===== config.mk =====
export PLATFORM = sky130hd
export DESIGN_NAME = carry_select_adder_pipelined
export DESIGN_NICKNAME = d
export VERILOG_FILES = /design/src/rtl/carry_select_adder_pipelined.sv
export SDC_FILE = /design/constraint.sdc
export NUM_CORES = 1
export LEC_CHECK = 0
export CAP_MARGIN = 25
export CORE_ASPECT_RATIO = 0.5
export CORE_UTILIZATION = 56
export CTS_BUF_LIST = sky130_fd_sc_hd__clkbuf_8
export DETAILED_ROUTE_END_ITERATION = 16
export MAX_ROUTING_LAYER = met4
export PLACE_DENSITY = 0.87
export SKIP_LAST_GASP = 1
export SYNTH_ARGS = -nofsm -noshare
export SYNTH_HDL_FRONTEND = slang
export SYNTH_SLANG_ARGS = --single-unit

===== constraint.sdc =====
create_clock -name clk -period 3.8 [get_ports clk]
set_clock_uncertainty 0.2 [all_clocks]
set_input_delay 0.76 -clock clk [delete_from_list [all_inputs] [get_ports clk]]
set_output_delay 0.76 -clock clk [all_outputs]
set_load 0.1 [all_outputs]

===== src/rtl/carry_select_adder_pipelined.sv =====
// Pipelined carry-select adder: each stage resolves BLKS_PER_STAGE slices of BLK bits.
// Define CSA_OVERFLOW_EN to build the registered signed-overflow output; otherwise ovf is tied 0.
module carry_select_adder_pipelined #(
    parameter int WIDTH          = 16,
    parameter int BLK            = 4,
    parameter int BLKS_PER_STAGE = 2
) (
    input  logic             clk,
    input  logic             rst_n,
    input  logic             in_valid,
    output logic             in_ready,
    input  logic [WIDTH-1:0] a,
    input  logic [WIDTH-1:0] b,
    input  logic             c_in,
    output logic             out_valid,
    input  logic             out_ready,
    output logic [WIDTH-1:0] s,
    output logic             c,
    output logic             ovf
);
    localparam int SPS    = BLK * BLKS_PER_STAGE;
    localparam int STAGES = WIDTH / SPS;

    logic [STAGES-1:0] vld_d, vld_q;
    logic              stall;
    logic              adv;

    // Both candidate sums are formed up front; the late-arriving carry only drives the mux.
    function automatic logic [BLK:0] csel(input logic [BLK-1:0] x, input logic [BLK-1:0] y,
                                          input logic sel);
        logic [BLK:0] r0;
        logic [BLK:0] r1;
        r0 = {1'b0, x} + {1'b0, y};
        r1 = {1'b0, x} + {1'b0, y} + {{BLK{1'b0}}, 1'b1};
        return sel ? r1 : r0;
    endfunction

    assign stall     = vld_q[STAGES-1] && !out_ready;
    assign adv       = !stall;
    assign in_ready  = adv;
    assign out_valid = vld_q[STAGES-1];

    always_comb begin
        vld_d    = vld_q << 1;
        vld_d[0] = in_valid;
    end

    always_ff @(posedge clk or negedge rst_n) begin
        if (!rst_n)   vld_q <= '0;
        else if (adv) vld_q <= vld_d;
    end

    for (genvar k = 0; k < STAGES; k++) begin : g_stage
        localparam int IW = WIDTH - k * SPS;  // operand bits still unresolved entering stage k
        localparam int RS = (k + 1) * SPS;    // sum bits resolved after stage k

        logic [IW-1:0]  op_a, op_b;
        logic           cy_in;
        logic [SPS-1:0] part;
        logic [RS-1:0]  sum_d, sum_q;
        logic           cy_d, cy_q;

        if (k == 0) begin : g_src
            assign op_a  = a;
            assign op_b  = b;
            assign cy_in = c_in;
            assign sum_d = part;
        end else begin : g_src
            assign op_a  = g_stage[k-1].g_ops.a_q;
            assign op_b  = g_stage[k-1].g_ops.b_q;
            assign cy_in = g_stage[k-1].cy_q;
            assign sum_d = {part, g_stage[k-1].sum_q};
        end

        always_comb begin
            logic         cy;
            logic [BLK:0] r;
            cy   = cy_in;
            r    = '0;
            part = '0;
            for (int j = 0; j < BLKS_PER_STAGE; j++) begin
                r = csel(op_a[j*BLK +: BLK], op_b[j*BLK +: BLK], cy);
                part[j*BLK +: BLK] = r[BLK-1:0];
                cy = r[BLK];
            end
            cy_d = cy;
        end

        always_ff @(posedge clk or negedge rst_n) begin
            if (!rst_n) begin
                sum_q <= '0;
                cy_q  <= 1'b0;
            end else if (adv) begin
                sum_q <= sum_d;
                cy_q  <= cy_d;
            end
        end

        // Only the not-yet-added upper operand bits travel on to later stages.
        if (k < STAGES - 1) begin : g_ops
            logic [IW-SPS-1:0] a_d, b_d, a_q, b_q;
            assign a_d = op_a[IW-1:SPS];
            assign b_d = op_b[IW-1:SPS];
            always_ff @(posedge clk or negedge rst_n) begin
                if (!rst_n) begin
                    a_q <= '0;
                    b_q <= '0;
                end else if (adv) begin
                    a_q <= a_d;
                    b_q <= b_d;
                end
            end
        end
    end

    assign s = g_stage[STAGES-1].sum_q;
    assign c = g_stage[STAGES-1].cy_q;

`ifdef CSA_OVERFLOW_EN
    logic ovf_d, ovf_q;
    // a^b^s at the MSB recovers the carry into the MSB.
    assign ovf_d = g_stage[STAGES-1].cy_d ^ g_stage[STAGES-1].op_a[SPS-1]
                 ^ g_stage[STAGES-1].op_b[SPS-1] ^ g_stage[STAGES-1].part[SPS-1];

    always_ff @(posedge clk or negedge rst_n) begin
        if (!rst_n)   ovf_q <= 1'b0;
        else if (adv) ovf_q <= ovf_d;
    end

    assign ovf = ovf_q;
`else
    assign ovf = 1'b0;
`endif

endmodule

After elaboration in Yosys (flattened, before gate mapping)
Cells that the tools add are included.
- flip-flop bits (word level): 44
- latch bits: 0
- bits in writable memories: 0
- memory bits (read-only): 0
- bits of input ports: 37
- output and inout bits: 20
- logic and storage cells: 22
- memories: 0
- add/subtract/negate cells: 8
- $mul: 0
- divide/modulo/power cells: 0
- magnitude comparators: 0
- equality and inequality tests: 0
- shifts and indexed selects: 0
- mux-type cells: 4
- bitwise logic cells: 0
- reductions and logical operators: 3
- operator list (operator ; number):
    4-bit by 4-bit adder with 5-bit output ; 4
    5-bit by 1-bit adder with 5-bit output, second input constant ; 4
    5-bit two-way mux ; 4
    1-bit zero test ; 2
    1-bit logical AND ; 1

Longest topological paths before layout
Gate-level depths: netlist (run 1).
- depth after elaboration: 4
- gate-level depth with buffers: 8
- mapped depth without buffers: 8

Worst setup path before layout (run 1)
No wires, ideal clock.
- path type: reg2out
- start: register vld_q[1]
- end: output port in_ready
- arrival time: 2.479 ns
- required time: 2.840 ns
- path slack: 0.361 ns
- cell stages (with the launch flop): 5
- cell sequence: dfrtp_1 nor2b_1 clkinv_1 clkbuf_1 buf_1
- cells in the longest elaborated chain, start to end: 2
- RTL lines (element ; RTL line ; text):
    from (decl) ; 24 ; logic [STAGES-1:0] vld_d, vld_q;
    from (signal assigned) ; 50 ; else if (adv) vld_q <= vld_d;
    1-bit logical AND ; 38 ; assign stall = vld_q[STAGES-1] && !out_ready;
    1-bit zero test ; 39 ; assign adv = !stall;
    to (decl) ; 11 ; output logic in_ready,
Every way passes these cells.

Worst setup path in the final report (run 1)
- start: input port a[0]
- end: register g_stage[0].sum_q[7]
- cells in the longest elaborated chain, start to end: 4
- RTL lines (element ; RTL line ; text):
    from (decl) ; 12 ; input logic [WIDTH-1:0] a,
    4-bit by 4-bit adder with 5-bit output (*) ; 33, 34 ;
    5-bit by 1-bit adder with 5-bit output ; 34 ; r1 = {1'b0, x} + {1'b0, y} + {{BLK{1'b0}}, 1'b1};
    5-bit two-way mux (*) (2 in a row) ; 35 ; return sel ? r1 : r0;
    to (signal assigned) ; 94 ; sum_q <= sum_d;
    to (decl) ; 60 ; logic [RS-1:0] sum_d, sum_q;
Every way passes the cells marked *; elsewhere a longest branch is shown, timed or not.
A chain may end at the register's enable or synchronous reset.

==> results of run 1 <==
state kept, by name, summed over array words and instances, names as in the netlist:
name,flops
c,1
g_stage.cy_q,1
g_stage.g_ops.a_q,8
g_stage.g_ops.b_q,8
g_stage.sum_q,8
s,16
vld_q,2
report_power, final:
part | leakage [nW] | total (W) | switching [W] | internal [W]
clock | 0.0541 | 0.000360 | 0.000165 | 0.000195
combinational | 0.992 | 0.00121 | 0.000867 | 0.000340
sequential | 0.521 | 0.000661 | 0.0000748 | 0.000586
per-stage QoR:
step | std cells | setup slack [ns] | instance area (um2) | hold slack, ns | utilization [%]
after CTS | 402 | 0.5512 | 3309 | 0.2697 | 74.80
final | 403 | 0.5368 | 3329 | 0.04227 | 75.25
after global routing | 403 | 0.4386 | 3329 | 0.03453 | 75.25
after global placement | 394 | 0.3501 | 3198 | 0.2403 | 72.29
after floorplan | 290 | 0.3609 | 2591 | 0.2300 | -
after detailed placement | 394 | 0.2569 | 3198 | 0.2499 | 72.29
worst max path at each step:
stage               startpoint             endpoint  slack (ns)
finish                    a[0]  g_stage[0].sum_q[7]        0.54
global route              a[0]  g_stage[0].sum_q[7]        0.44
CTS                       a[0]  g_stage[0].sum_q[7]        0.55
detailed placement        a[0]  g_stage[0].sum_q[7]        0.26
global placement          a[0]  g_stage[0].sum_q[7]        0.35
floorplan             vld_q[1]             in_ready        0.36
Yosys cell counts (2+ instances only):
cell,instances
sky130_fd_sc_hd__ha_1,20
sky130_fd_sc_hd__a211oi_1,2
sky130_fd_sc_hd__and3_1,2
sky130_fd_sc_hd__a21o_1,8
sky130_fd_sc_hd__fa_1,4
sky130_fd_sc_hd__buf_1,2
sky130_fd_sc_hd__a21oi_1,14
sky130_fd_sc_hd__o221ai_1,2
sky130_fd_sc_hd__inv_1,3
sky130_fd_sc_hd__nor4_1,4
sky130_fd_sc_hd__mux2i_1,2
sky130_fd_sc_hd__xnor2_1,6
sky130_fd_sc_hd__xor2_1,6
sky130_fd_sc_hd__o31ai_1,5
sky130_fd_sc_hd__nor2_1,14
sky130_fd_sc_hd__o21ai_0,9
sky130_fd_sc_hd__dfrtp_1,44
sky130_fd_sc_hd__nand3_1,7
sky130_fd_sc_hd__clkbuf_1,8
sky130_fd_sc_hd__nand2_1,89
sky130_fd_sc_hd__nor3_1,4
sky130_fd_sc_hd__a31oi_1,8
sky130_fd_sc_hd__or4_1,2
sky130_fd_sc_hd__nand4_1,5
cell families after synthesis:
logic type,share of synthesized area [%]
muxes,0.7726
and+or+nand+nor,23.27
DFF,42.49
other,0.1447
xor gates and xnor gates,4.684
AOI/OAI and AO/OA,13.57
buffers and inverters,2.318
adders and majority gates,12.75
area by class of cell:
| type | count | area share (%) |
|---|---|---|
| clock buffers | 5 | 2.067 |
| well taps | 57 | 2.142 |
| repair buffers | 59 | 17.96 |
| clock inverters | 3 | 1.278 |
| inverters | 4 | 0.4510 |
| flip-flops and latches | 44 | 33.07 |
| multi-input cells | 231 | 43.03 |
per-layer routing:
layer  track usage, %  vias to the layer above
met1            30.39                     1090
met5                -                        -
met2            46.01                       97
li1                 -                     1126
met4            9.453                        0
met3            4.539                       16
==> impl_metrics.prom, run 1 <==
# TYPE chip_impl_metric gauge
chip_impl_metric{name="overall_die_area",unit="mm2"} 0.004920
chip_impl_metric{name="number_of_gates_given_a_new_drive_strength_after_cts",unit=""} 0
chip_impl_metric{name="wl_met1",unit="um"} 2541
chip_impl_metric{name="routed-via-count",unit=""} 2329
chip_impl_metric{name="worstPathRequired",unit="ns"} 3.81
chip_impl_metric{name="hpwlAfterDp",unit="um"} 4189
chip_impl_metric{name="cts-buffers-inserted",unit=""} 5
chip_impl_metric{name="n_fill_cell",unit=""} 323
chip_impl_metric{name="number_of_global_route_vias_before_repair",unit=""} 2319
chip_impl_info{name="crit_path_cell_trace",value="clkdlybuf4s50_1 -> ha_1 -> fa_1 -> ha_1 -> nand3_2 -> o31a_1 -> or4_1 -> a31oi_1"} 1
chip_impl_info{name="cp_top_family",value="adder cells"} 1
chip_impl_metric{name="h_tree_depth",unit=""} 2
chip_impl_metric{name="post_synth_instance_area",unit="mm2"} 0.002591
chip_impl_metric{name="crit_fanout",unit=""} 7
chip_impl_metric{name="grt_start_max_net_pins",unit=""} 53
chip_impl_metric{name="detail-route-antenna-nets",unit=""} 0
chip_impl_metric{name="grt_pass1_wl",unit="um"} 9832
chip_impl_metric{name="initial_utilization",unit="%"} 58.57
chip_impl_metric{name="grt_remaining_overflow",unit=""} 0
chip_impl_metric{name="power.ir.vdd_worst",unit="mV"} 0.3753
chip_impl_metric{name="detailroute.wirelength.met3",unit="um"} 357
chip_impl_metric{name="wirelength",unit="um"} 5872
chip_impl_metric{name="powerDensity",unit="mW/mm2"} 669.2
chip_impl_info{name="holdCritPathClass",value="input port to async pin"} 1
chip_impl_metric{name="die_y",unit="um"} 50.10
chip_impl_metric{name="cts_hold_buf",unit=""} 0
chip_impl_info{name="status",value="finished with violations"} 1
chip_impl_metric{name="finalHoldViolations",unit=""} 0
chip_impl_info{name="synth_top_cell_by_area",value="sky130_fd_sc_hd__dfrtp_1"} 1
chip_impl_metric{name="fin_total_pwr",unit="W"} 0.002228
chip_impl_metric{name="worst-r2r-setup-slack",unit="ns"} 0.90
chip_impl_metric{name="finalNetCount",unit=""} 406
chip_impl_metric{name="insertedDiodeCount",unit=""} 0
chip_impl_metric{name="clk-insertion-delay-late",unit="ns"} 0.29
chip_impl_metric{name="asyncSetResetFlopFracSynth",unit="%"} 100.0
chip_impl_metric{name="max_cap_viol_count",unit=""} 0
chip_impl_metric{name="p_leak",unit="nW"} 1.567
chip_impl_info{name="tritoncts",value="built"} 1
chip_impl_metric{name="worstMarginPinSlew",unit="ns"} 0.9851
chip_impl_info{name="r2r-end",value="s[12]"} 1
chip_impl_metric{name="setup-tns-final",unit="ns"} 0
chip_impl_metric{name="area_of_combinational_cells_with_multiple_inputs",unit="mm2"} 0.001433
chip_impl_metric{name="synth.yosys.warnings",unit=""} 0
chip_impl_metric{name="floorplan.core_area",unit="mm2"} 0.004424
chip_impl_metric{name="crit_path_max_incr_delay",unit="ns"} 0.54
chip_impl_info{name="end_kind",value="register"} 1
chip_impl_metric{name="relSlewSlack",unit="%"} 34.12
chip_impl_info{name="synth_top_cells_by_area",value="sky130_fd_sc_hd__dfrtp_1 (42%), sky130_fd_sc_hd__nand2_1 (13%), sky130_fd_sc_hd__ha_1 (9.7%)"} 1
chip_impl_metric{name="die_width",unit="um"} 98.20
chip_impl_metric{name="fmax",unit="MHz"} 306.4
chip_impl_metric{name="clkTransAtPathRegs",unit="ns"} 0.09
chip_impl_metric{name="standard_cell_rows",unit=""} 17
chip_impl_metric{name="drt-wirelength-per-cell",unit="um"} 14.57
chip_impl_info{name="r2r_start",value="g_stage[0].g_ops.a_q[0]"} 1
chip_impl_metric{name="vias_per_cell",unit=""} 5.779
chip_impl_metric{name="rd_place_congestion",unit=""} 0.8489
chip_impl_info{name="grt_setup_unrepaired",value="false"} 1
chip_impl_info{name="dominantRegCellSynth",value="sky130_fd_sc_hd__dfrtp_1"} 1
chip_impl_metric{name="count_of_different_cell_masters_after_synthesis",unit=""} 44
chip_impl_metric{name="final.min_clock_period",unit="ns"} 3.263
chip_impl_metric{name="drive_above_1_share",unit="%"} 6.358
chip_impl_metric{name="area.growth.synth_to_final",unit="%"} 28.49
chip_impl_metric{name="firstDrtPassIters",unit=""} 11
chip_impl_metric{name="arrival",unit="ns"} 3.28
chip_impl_metric{name="synth_area_per_cell",unit="um2"} 8.935
chip_impl_metric{name="post-route-period-util",unit="%"} 85.87
chip_impl_info{name="mostFrequentLayoutCells",value="sky130_fd_sc_hd__nand2_1 (89), sky130_fd_sc_hd__clkdlybuf4s50_1 (53), sky130_fd_sc_hd__dfrtp_1 (44), sky130_fd_sc_hd__ha_1 (20)"} 1
chip_impl_info{name="top_signal_layer_used",value="met4"} 1
chip_impl_info{name="clock-root-buffer",value="sky130_fd_sc_hd__clkbuf_8"} 1
chip_impl_info{name="timing.critical_path.from_type",value="input port"} 1
chip_impl_metric{name="cts.sinks",unit=""} 44
chip_impl_metric{name="critPathBufInv",unit=""} 1
chip_impl_metric{name="total_nets_after_synthesis",unit=""} 351
chip_impl_metric{name="worst_path_depth",unit=""} 8
chip_impl_info{name="cpMostUsedCell",value="sky130_fd_sc_hd__ha_1"} 1
chip_impl_metric{name="clockBufferDepth",unit=""} 2
chip_impl_metric{name="ff_latch_area",unit="mm2"} 0.001101
chip_impl_info{name="violations",value="DRC"} 1
chip_impl_metric{name="count_of_pins_on_the_block_boundary",unit=""} 57
chip_impl_metric{name="post-synth-top-area-fraction",unit="%"} 42.49
chip_impl_metric{name="track_usage",unit="%"} 26.03
chip_impl_metric{name="routed-wl-met2",unit="um"} 2899
chip_impl_metric{name="setup-violations-final",unit=""} 0
chip_impl_metric{name="ys_ff_latch",unit=""} 44
chip_impl_info{name="final_common_cell",value="sky130_fd_sc_hd__nand2_1"} 1
chip_impl_metric{name="maxSlewViolCount",unit=""} 0
chip_impl_metric{name="drc_errors",unit=""} 4
chip_impl_metric{name="synth_sequential_area_ratio",unit="%"} 42.49
chip_impl_info{name="worst-setup-path-type",value="input port to register"} 1
chip_impl_metric{name="post_cts.repair.setup_buffers",unit=""} 0
chip_impl_metric{name="grt_antenna_before_repair",unit=""} 0
chip_impl_metric{name="synth_enable_flop_cells",unit=""} 0
chip_impl_metric{name="detailedRoute.firstIterationViolations",unit=""} 139
chip_impl_metric{name="number_of_buffers_inserted_by_port_buffering",unit=""} 55
chip_impl_metric{name="count_of_mapped_cells_out_of_synthesis",unit=""} 290
chip_impl_metric{name="timing.reg2reg.worst_path_depth",unit=""} 7
chip_impl_info{name="critical_path.slowest_cell",value="sky130_fd_sc_hd__fa_1"} 1
Power figures use the tool's default switching activity.
==> run 2, diff against run 1 <==
--- a/config.mk
+++ b/config.mk
@@ -5,13 +5,14 @@
 export SDC_FILE = /design/constraint.sdc
 export NUM_CORES = 1
 export LEC_CHECK = 0
-export CAP_MARGIN = 25
+export CAP_MARGIN = 0
 export CORE_ASPECT_RATIO = 0.5
-export CORE_UTILIZATION = 56
+export CORE_UTILIZATION = 52
 export CTS_BUF_LIST = sky130_fd_sc_hd__clkbuf_8
 export DETAILED_ROUTE_END_ITERATION = 16
+export GPL_TIMING_DRIVEN = 0
 export MAX_ROUTING_LAYER = met4
-export PLACE_DENSITY = 0.87
+export PLACE_DENSITY = 0.82
 export SKIP_LAST_GASP = 1
 export SYNTH_ARGS = -nofsm -noshare
 export SYNTH_HDL_FRONTEND = slang
==> constraint.sdc (replaced) <==
create_clock -name clk -period 3.7 [get_ports clk]
set_clock_uncertainty 0.2 [all_clocks]
set_input_delay 0.74 -clock clk [delete_from_list [all_inputs] [get_ports clk]]
set_output_delay 0.74 -clock clk [all_outputs]
set_load 0.1 [all_outputs]
==> impl_metrics.prom, run 2 (synthesis gave the netlist of run 1 again) <==
# TYPE chip_impl_metric gauge
chip_impl_metric{name="cts-buffers-inserted",unit=""} 5
chip_impl_metric{name="clock_network_fraction_of_design_power",unit="%"} 14.1
chip_impl_info{name="crit_path_cell_trace",value="clkdlybuf4s50_1 -> nor2b_1 -> inv_2 -> clkbuf_1 -> clkbuf_2 -> buf_4"} 1
chip_impl_metric{name="share_seq_of_total_power",unit="%"} 30.3
chip_impl_metric{name="timing.reg2reg.worst_path_depth",unit=""} 7
chip_impl_metric{name="post-place-ws",unit="ns"} -0.7776
chip_impl_metric{name="rd_place_congestion",unit=""} 0.8666
chip_impl_metric{name="firstDrtPassIters",unit=""} 4
chip_impl_metric{name="drc_errors",unit=""} 0
chip_impl_metric{name="clkTransAtPathRegs",unit="ns"} 0.09
chip_impl_metric{name="p_leak",unit="nW"} 1.554
chip_impl_info{name="r2r_start",value="g_stage[0].g_ops.a_q[0]"} 1
chip_impl_info{name="status",value="completed"} 1
chip_impl_metric{name="final_design_area_no_fill",unit="mm2"} 0.003331
chip_impl_info{name="crit_path_start",value="out_ready"} 1
chip_impl_metric{name="worst_hold_slack",unit="ns"} 0.1156
chip_impl_metric{name="grt_start_max_net_pins",unit=""} 32
chip_impl_metric{name="met1_usage",unit="%"} 31.34
chip_impl_metric{name="power.ir.vdd_worst",unit="mV"} 0.3434
chip_impl_metric{name="setup-tns-final",unit="ns"} 0
chip_impl_info{name="timing.critical_path.from_type",value="input port"} 1
chip_impl_metric{name="grt_antenna_before_repair",unit=""} 0
chip_impl_metric{name="drt-wirelength-per-cell",unit="um"} 13.74
chip_impl_metric{name="drive_above_1_share",unit="%"} 5.932
chip_impl_metric{name="fin_total_pwr",unit="W"} 0.002221
chip_impl_metric{name="die_width",unit="um"} 101.8
chip_impl_metric{name="worstMarginPinSlew",unit="ns"} 0.9828
chip_impl_metric{name="max_cap_viol_count",unit=""} 0
chip_impl_metric{name="combinationalPowerShare",unit="%"} 55.6
chip_impl_metric{name="finalHoldViolations",unit=""} 0
chip_impl_metric{name="ff_latch_area",unit="mm2"} 0.001101
chip_impl_metric{name="track_usage",unit="%"} 25.25
chip_impl_metric{name="powerDensity",unit="mW/mm2"} 666.9
chip_impl_info{name="holdCritPathClass",value="input port to async pin"} 1
chip_impl_metric{name="insertedDiodeCount",unit=""} 0
chip_impl_metric{name="post-route-period-util",unit="%"} 93.77
chip_impl_info{name="end_kind",value="output port"} 1
chip_impl_metric{name="grtUsageMet2",unit="%"} 42.00
chip_impl_metric{name="standard_cell_rows",unit=""} 17
chip_impl_metric{name="vias_per_cell",unit=""} 5.507
chip_impl_metric{name="area_of_combinational_cells_with_multiple_inputs",unit="mm2"} 0.001430
chip_impl_metric{name="worstPathRequired",unit="ns"} 2.76
chip_impl_info{name="critical_path.slowest_cell",value="sky130_fd_sc_hd__clkdlybuf4s50_1"} 1
chip_impl_metric{name="grt_use_met3",unit="%"} 4.704
chip_impl_metric{name="relSlewSlack",unit="%"} 34.28
chip_impl_metric{name="number_of_global_route_vias_before_repair",unit=""} 2213
chip_impl_metric{name="crit_path_max_incr_delay",unit="ns"} 0.46
chip_impl_metric{name="maxSlewViolCount",unit=""} 0
chip_impl_metric{name="floorplan.core_area",unit="mm2"} 0.004594
chip_impl_metric{name="count_of_pins_on_the_block_boundary",unit=""} 57
chip_impl_metric{name="number_of_buffers_inserted_by_port_buffering",unit=""} 55
chip_impl_metric{name="hpwlAfterDp",unit="um"} 4464
chip_impl_metric{name="detailedRoute.firstIterationViolations",unit=""} 71
chip_impl_metric{name="setup-violations-final",unit=""} 0
chip_impl_metric{name="final.min_clock_period",unit="ns"} 3.470
chip_impl_metric{name="largest_register_ff_count",unit=""} 16
chip_impl_metric{name="critPathBufInv",unit=""} 5
chip_impl_info{name="top_usage_layer",value="met2"} 1
chip_impl_metric{name="area.growth.synth_to_final",unit="%"} 28.54
chip_impl_info{name="tritoncts",value="built"} 1
chip_impl_info{name="final_common_cell",value="sky130_fd_sc_hd__nand2_1"} 1
chip_impl_metric{name="worst_path_depth",unit=""} 6
chip_impl_metric{name="die_y",unit="um"} 51.92
chip_impl_metric{name="crit_fanout",unit=""} 10
chip_impl_metric{name="finalNetCount",unit=""} 414
chip_impl_metric{name="p_switching",unit="W"} 0.001135
chip_impl_metric{name="post_cts.repair.setup_buffers",unit=""} 0
chip_impl_metric{name="fmax",unit="MHz"} 288.2
chip_impl_metric{name="power_report.internal_total",unit="W"} 0.001086
chip_impl_metric{name="post_dp_cell_area",unit="mm2"} 0.003239
chip_impl_metric{name="wirelength",unit="um"} 5770
chip_impl_info{name="r2r-end",value="s[12]"} 1
chip_impl_metric{name="initial_utilization",unit="%"} 56.40
chip_impl_info{name="clock-root-buffer",value="sky130_fd_sc_hd__clkbuf_8"} 1
chip_impl_info{name="crit_end",value="in_ready"} 1
chip_impl_metric{name="n_fill_cell",unit=""} 372
chip_impl_metric{name="grt_pass1_wl",unit="um"} 9777
chip_impl_metric{name="arrival",unit="ns"} 2.53
chip_impl_metric{name="routed-via-count",unit=""} 2313
chip_impl_info{name="mostFrequentLayoutCells",value="sky130_fd_sc_hd__nand2_1 (89), sky130_fd_sc_hd__clkdlybuf4s50_1 (53), sky130_fd_sc_hd__dfrtp_1 (44), sky130_fd_sc_hd__ha_1 (20)"} 1
chip_impl_metric{name="detail-route-antenna-nets",unit=""} 0
chip_impl_info{name="worst-setup-path-type",value="input port to output port"} 1
chip_impl_metric{name="h_tree_depth",unit=""} 2
chip_impl_metric{name="clk-insertion-delay-late",unit="ns"} 0.31
chip_impl_metric{name="cts.sinks",unit=""} 44
chip_impl_metric{name="timing.final.ws_setup",unit="ns"} 0.2304
chip_impl_info{name="grt_setup_unrepaired",value="false"} 1
chip_impl_info{name="cp_top_family",value="buffers and inverters"} 1
chip_impl_metric{name="clockBufferDepth",unit=""} 2
chip_impl_metric{name="power_switching_share",unit="%"} 51.11
chip_impl_metric{name="worst-r2r-setup-slack",unit="ns"} 0.83
chip_impl_metric{name="grt_remaining_overflow",unit=""} 0
chip_impl_metric{name="overall_die_area",unit="mm2"} 0.005287
-- run 2: worst min-delay path by stage --
stage	startpoint	end	slack (ns)	cells after the start
5_1_grt	rst_n	g_stage[0].sum_q[2]	0.13	1
3_3_place_gp	vld_q[0]	vld_q[0]	0.24	2
3_5_place_dp	vld_q[0]	vld_q[1]	0.25	1
4_1_cts	rst_n	s[4]	0.12	1
2_1_floorplan	vld_q[0]	vld_q[0]	0.23	2
6_report	rst_n	g_stage[0].sum_q[3]	0.12	1
-- run 2: layer usage --
metal	up-vias	wire (um)
li1	1136	-
met1	1109	2686
met2	55	2706
met3	13	271
met4	0	105
met5	-	0
-- run 2: power by group through the flow --
stage	Clock, W	Combinational (W)	Sequential, W
floorplan	0	0.000391	0.00121
global placement	0	0.00121	0.000677
detailed placement	0	0.00123	0.000681
CTS	0.000315	0.00124	0.000673
global route	0.000336	0.00132	0.000685
finish	0.000313	0.00124	0.000672
-- run 2: through the flow --
stage | util [%] | instances
6_report | 72.49 | 420
5_1_grt | 72.49 | 420
4_1_cts | 72.47 | 420
3_5_place_dp | 70.51 | 412
3_3_place_gp | 70.18 | 411
2_1_floorplan | - | 290
-- run 2: area by class of cell --
| cell class | instances | share of cell area, % |
|---|---|---|
| well taps | 66 | 2.479 |
| plain buffers | 11 | 1.390 |
| flip-flops and latches | 44 | 33.06 |
| clock buffers | 5 | 2.066 |
| inverters | 4 | 0.4508 |
| clock inverters | 3 | 0.7138 |
| repair buffers | 56 | 16.90 |
| multi-input cells | 231 | 42.94 |
-- run 2: repair_timing --
item	in CTS	in global routing
setup endpoints to repair	1	1
hold buffers	0	0
resized for setup	6	2
==> RTL change: new RTL, flow settings as in run 2 <==
`WIDTH`: 16 -> 32.
--- a/src/rtl/carry_select_adder_pipelined.sv
+++ b/src/rtl/carry_select_adder_pipelined.sv
@@ -1,7 +1,7 @@
 // Pipelined carry-select adder: each stage resolves BLKS_PER_STAGE slices of BLK bits.
 // Define CSA_OVERFLOW_EN to build the registered signed-overflow output; otherwise ovf is tied 0.
 module carry_select_adder_pipelined #(
-    parameter int WIDTH          = 16,
+    parameter int WIDTH          = 32,
     parameter int BLK            = 4,
     parameter int BLKS_PER_STAGE = 2
 ) (
Interface: changed (resized a, b and s); port bits go from 57 to 105. The function was not compared with the original's and may differ.
==> RTL change against run 2 <==
  * Synthesized area rose to 3.4 times the old value
  * Worst setup slack worse by 0.17 ns
  * Die area rose to 3.3 times the old value
  * Global-route usage up 1.5 points
  * Final area rose to 3.1 times the old value
  * Wire length rose to 3.6 times the old value
  * Final cell count rose to 3.2 times the old value
  * Sequential cell count up 140
  * Power rose to 4.5 times the old value
  * Sequential share of layout area up 11 points
  * Largest cell class is now sequential cells
==> RTL change: results (changes against run 2) <==
stage,metric,value,unit,change
run_status,status,completed,,
clock_network,numCtsBuffers,17,,+12
drt,drtIter0Drc,653,,+820%
worst_setup_path,cp.arrival,2.70,ns,+0.17 ns
placed_design,place_area,0.0100,mm2,+210%
placed_design,dp.cells,1303,,+220%
clock_network,cts_resized,7,,+1
placed_design,gp_congestion,0.878,,+1.3%
drt,avgRoutedWirePerCell,15.6,um,+14%
pwr,leakagePower,5.20,nW,+230%
placed_design,hpwlAfterDp,15400,um,+240%
sta,relSlewSlack,31.4,%,-2.9 points
worst_setup_path,r2r_setup_slack,0.64,ns,-0.19 ns
synth,syn_nets,1095,,+210%
pwr,p_sw,4.97,mW,+340%
synth,synthCells,978,,+240%
synth,ys_top_cells_by_area,"dfrtp_1, nand2_1, ha_1, fa_1, a21oi_1",,
worst_setup_path,timing.rr.start,vld_q[3]$_DFFE_PN0N_,,
cells_and_area,fin_nets,1217,,+190%
global_route,grtUsageTotal,26.8,%,+1.5 points
drt,routed_wl,20800,um,+260%
synth,synth_cell_types,50,,+14%
cells_and_area,drive_gt1_share,4.67,%,-1.3 points
sta,max_freq,0.275,GHz,-4.6%
clock_network,clk_latency,0.45,ns,+0.14 ns
global_route,use_met1,35.7,%,+4.3 points
drt,wl_met2,9710,um,+260%
synth,yosysSeqAreaShare,53.0,%,+11 points
worst_setup_path,r2r_end,s[30]$_DFFE_PN0N_,,
[RTL change: cell count changes after synthesis, moves of 5 or more]
cell and delta:
and3_1 +5, o21ai_0 +6, xor2_1 +8, clkbuf_1 +30
a31oi_1 +7, dfrtp_1 +140, ha_1 +20, a21oi_1 +15
nor2_1 +16, nand2_1 +379, nand3_1 +5, a21o_1 +7
[RTL change: final cells by class]
class | count | area [um2] | area share (%)
Tap cell | 221 | 277 | 2.66
Inverter | 7 | 26.3 | 0.253
Multi-Input combinational cell | 740 | 3870 | 37.3
Clock buffer | 17 | 234 | 2.25
Buffer | 46 | 180 | 1.73
Timing Repair Buffer | 104 | 1060 | 10.2
Clock inverter | 15 | 130 | 1.25
Sequential cell | 184 | 4600 | 44.3
[RTL change: worst register-to-register path: stages, from the launching register on]
cell and delay, ns:
dfrtp_1 0.39, nor2b_1 0.14, clkbuf_1 0.23, inv_1 0.43, clkbuf_1 0.60, buf_1 0.62, nor2_1 0.08, nor3_1 0.28
